`src/rtl/bc_iter_ctrl.sv`:
```
// Iterative control block for the X/S/H datapath: sequences lx/ls/lh and operand select h
// through N_ITER load/compute/accumulate iterations, with abort, iteration count and auto-restart.
module bc_iter_ctrl #(
    parameter int N_ITER       = 8,
    parameter int CNT_W        = 4,
    parameter bit AUTO_RESTART = 1'b0
) (
    input  logic             clk,
    input  logic             rst_n,
    input  logic             start,
    input  logic             abort,
    output logic             lx,
    output logic             ls,
    output logic             lh,
    output logic             h,
    output logic             busy,
    output logic             done,
    output logic [CNT_W-1:0] iter
);

    typedef enum logic [2:0] {
        S_IDLE = 3'b000,
        S_INIT = 3'b001,
        S_LOAD = 3'b010,
        S_CALC = 3'b011,
        S_ACC  = 3'b100,
        S_DONE = 3'b101
    } state_e;

    localparam logic [CNT_W-1:0] LAST_ITER = CNT_W'(N_ITER - 1);

    // Plain vector rather than state_e so the unused encodings 110/111 stay representable.
    logic [2:0]       state_q, state_d;
    logic [CNT_W-1:0] iter_q, iter_d;

    // NOTE: state registers use non-blocking assignments; the async reset sits in the sensitivity list.
    always_ff @(posedge clk or negedge rst_n) begin
        if (!rst_n) begin
            state_q <= S_IDLE;
            iter_q  <= '0;
        end else begin
            state_q <= state_d;
            iter_q  <= iter_d;
        end
    end

    // NOTE: every output and next-state signal gets a default first, so no path infers a latch.
    always_comb begin
        state_d = state_q;
        iter_d  = iter_q;
        lx      = 1'b0;
        ls      = 1'b0;
        lh      = 1'b0;
        h       = 1'b0;
        busy    = 1'b0;
        done    = 1'b0;

        case (state_q)
            S_IDLE: begin
                if (start) state_d = S_INIT;
            end
            S_INIT: begin
                lx      = 1'b1;
                ls      = 1'b1;
                lh      = 1'b1;
                busy    = 1'b1;
                iter_d  = '0;
                state_d = abort ? S_IDLE : S_LOAD;
            end
            S_LOAD: begin
                lx      = 1'b1;
                h       = 1'b1;
                busy    = 1'b1;
                state_d = abort ? S_IDLE : S_CALC;
            end
            S_CALC: begin
                lh      = 1'b1;
                h       = 1'b1;
                busy    = 1'b1;
                state_d = abort ? S_IDLE : S_ACC;
            end
            S_ACC: begin
                ls   = 1'b1;
                h    = 1'b1;
                busy = 1'b1;
                // An aborted ACC leaves iter at the number of fully completed iterations.
                if (abort) begin
                    state_d = S_IDLE;
                end else begin
                    iter_d  = iter_q + 1'b1;
                    state_d = (iter_q == LAST_ITER) ? S_DONE : S_LOAD;
                end
            end
            S_DONE: begin
                done    = 1'b1;
                state_d = (AUTO_RESTART && start) ? S_INIT : S_IDLE;
            end
            default: begin
                state_d = S_IDLE;
            end
        endcase
    end

    assign iter = iter_q;

endmodule
```
`config.mk`:
```
export PLATFORM = sky130hd
export DESIGN_NAME = bc_iter_ctrl
export DESIGN_NICKNAME = d
export VERILOG_FILES = /design/src/rtl/bc_iter_ctrl.sv
export SDC_FILE = /design/constraint.sdc
export NUM_CORES = 1
export LEC_CHECK = 0
export ABC_AREA = 1
export ABC_CLOCK_PERIOD_IN_PS = 1580
export CAP_MARGIN = 20
export CORE_AREA = 2 2 39 41
export DETAILED_ROUTE_END_ITERATION = 12
export DIE_AREA = 0 0 41 43
export PLACE_DENSITY_LB_ADDON = 0.1
export SLEW_MARGIN = 20
export SYNTH_ARGS = -nofsm -noshare
export SYNTH_HDL_FRONTEND = slang
export SYNTH_SLANG_ARGS = --single-unit
```
`constraint.sdc`:
```
create_clock -name clk -period 1.58 [get_ports clk]
set_clock_uncertainty 0.1 [all_clocks]
set_input_delay 0.158 -clock clk [delete_from_list [all_inputs] [get_ports clk]]
set_output_delay 0.158 -clock clk [all_outputs]
set_load 0.01 [all_outputs]
```
==> results_dict.tcl <==
set metrics [dict create \
    wl_um 1060 \
    crit_fanout 4 \
    cts_root_buf "clkbuf_4" \
    critPathKind "flip-flop to output port" \
    max_freq_ghz 0.659 \
    grt_pass1_vias 438 \
    drtIter0Drc 7 \
    synth_top_area_cell "dfrtp_1" \
    num_vias 479 \
    peakVddDrop_v 0.000557 \
    wl_per_cell_um 11.0 \
    yosys_most_used_dff "dfrtp_1" \
    final.setup.tns_ns 0 \
    dieArea_sq_mm 0.00176 \
    muxShareOfSynthArea_pct 0 \
    hold_violations 0 \
    hpwlAfterDp_um 827 \
    fp.dieH_um 43 \
    grt_pass1_wl_um 1770 \
    grt-ovfl-total 0 \
    cp.required_ns 1.32 \
    grt_max_degree 8 \
    die_w_um 41 \
    area_delta_synth_final_pct 49.9 \
    fin_util_pct 49.5 \
    status "complete, no violations" \
    post-route-drc-count 0 \
    seq_area_frac_synth_pct 38.4 \
    yosys-top-cells-area "dfrtp_1 (38%), nand2_1 (12%), nand3_1 (11%), nand2_4 (7.4%), nor2_8 (4.4%)" \
    relSlewSlack_pct 77.5 \
    slew_violations 0 \
    p_leak_nw 0.365 \
    nNetsFinal 86 \
    synth_nets 62 \
    coreArea_sq_mm 0.00138 \
    synth-edff-count 0 \
    hp-class "input pin to async pin" \
    synth_xor_area_share_pct 0 \
    syn_area_sq_um 457 \
    yosys_warnings 0 \
    min_period_ns 1.52 \
    detail-route-antenna-nets 0 \
    startpoint_type "flip-flop" \
    cts_max_level 1 \
    synthArstFlopShare_pct 100 \
    grt_setup_unrepaired "no" \
    dp_cells 92 \
    synth.most_common_cell "nand2_1" \
    portBuffers 13 \
    clock_path_buffers 2 \
    ys_ff_latch 7 \
    synth_compound_area_share_pct 7.95 \
    worst_pin_slew_ns 0.337 \
    synth_top_family_by_area "simple AND/OR/NAND/NOR gates" \
    synthCells 57 \
    synthSimpleGateAreaFrac_pct 44.7 \
    cts_buffers 3 \
    synthAdderAreaFrac_pct 2.74 \
    cts_setup_buffers 0 \
    arrival_ns 1.26 \
    initial_core_util_pct 33.0 \
    drt-pass1-iter-count 4 \
    tritoncts "built" \
    postSynthAreaPerCell_sq_um 8.01 \
    power_density_mw_per_mm2 1470 \
    finalSetupViolCount 0 \
    cp-end-kind "output port" \
    cts.clk_slew.worst_paths_ns 0.06 \
    gp_congestion 0.729 \
    std_cell_rows 14 \
    diodes 0 \
    antenna_found_initial 0 \
    clock_latency_ns 0.26 \
    drive_gt1_share_pct 28.7 \
    stdcell_count 96 \
    via_per_inst 4.99 \
    grt.total_usage_pct 15.7 \
    io_pins 14 \
    cts.sinks 7 \
    synthDistinctLibCells 19 \
    drv_cap 0 \
    fin_crit_sh_pct 96.0 \
    yosys-top-cells-count "nand2_1 (14), nand3_1 (10), dfrtp_1 (7)" \
    synth_top_area_share_pct 38.4 \
]
layer usage:
layer	GRT usage [%]	vias up	share of wire (%)
li1	-	237	-
met1	18.9	224	44
met2	23.1	13	47
met3	1.57	5	5.1
met4	14.0	0	2.9
met5	0	-	0
metrics by stage:
step           setup WS (ns)  hold slack (ns)  power, mW  area (sq um)
2_1_floorplan          0.369           -0.238      0.570           457
3_3_place_gp          0.0363            0.350      0.878           652
3_5_place_dp          0.0182            0.352      0.881           652
4_1_cts               0.0464           0.0742       1.02           683
5_1_grt              0.00211           0.0808       1.09           684
6_report              0.0626           0.0657       1.00           684
kinds of logic after synthesis:
kind of cell	after synthesis
AOI/OAI and AO/OA	6
adders and majority gates	1
buffers and inverters	7
DFF	7
and+or+nand+nor	36
report_power, final:
part           switching, mW  leakage, nW  internal, mW
combinational          0.318        0.257         0.264
clock                 0.0707       0.0150        0.0967
sequential            0.0406       0.0935         0.215
total                  0.430        0.365         0.575
registers in the layout, summed over array words and instances, names as in the netlist:
register	flops
state_q	3
iter	4
worst paths after layout:
check / from / to / depth (start not counted) / slack [ns]
hold reg to reg: iter[0] / iter[0] / 1 / 0.45
setup / recovery: state_q[1] / busy / 4 / 0.06
hold / removal: rst_n / iter[2] / 1 / 0.07
setup reg to reg: iter[0] / iter[2] / 6 / 0.32
max in group asynchronous: rst_n / state_q[1] / 1 / 1.05
min in group clk: iter[0] / iter[0] / 1 / 0.45
critical path, stage by stage, from the launching register on:
cell           delay (ns)
dfrtp_2              0.44
buf_4                0.14
nand2_1              0.07
nand3_1              0.07
dlygate4sd2_1        0.28
final cells by class:
cell class                 count  area [sq um]
multi-input combinational     43           263
tap                           16          20.0
sequential                     7           176
timing repair buffer          19           168
inverter                       7          31.3
fill                         157           699
clock buffer                   4          26.3
what timing repair did:
| item | in CTS | in global routing |
|---|---|---|
| setup endpoints to repair | 6 | 2 |
| pin swaps | 1 | 0 |
| hold buffers | 0 | 0 |
| resized for setup | 9 | 1 |
layout by cell type, fill, tap and decap left out:
master and instances:
nor3_2 1, dfrtp_1 6, nand2_1 14, o211ai_1 1, nand2_4 3, buf_4 6, inv_2 2, nand2_2 1
inv_4 2, nor3_1 1, o21ai_0 2, inv_1 3, clkdlybuf4s50_1 7, dfrtp_2 1, dlygate4sd2_1 6, clkbuf_1 1
nand4_1 2, ha_1 1, nor2_1 2, o21ai_1 2, nor2_8 1, nand3_2 1, nor2_4 1, clkbuf_4 3
a21oi_2 1, nand3_1 9
Note: power is estimated with default switching activity, not from simulation.
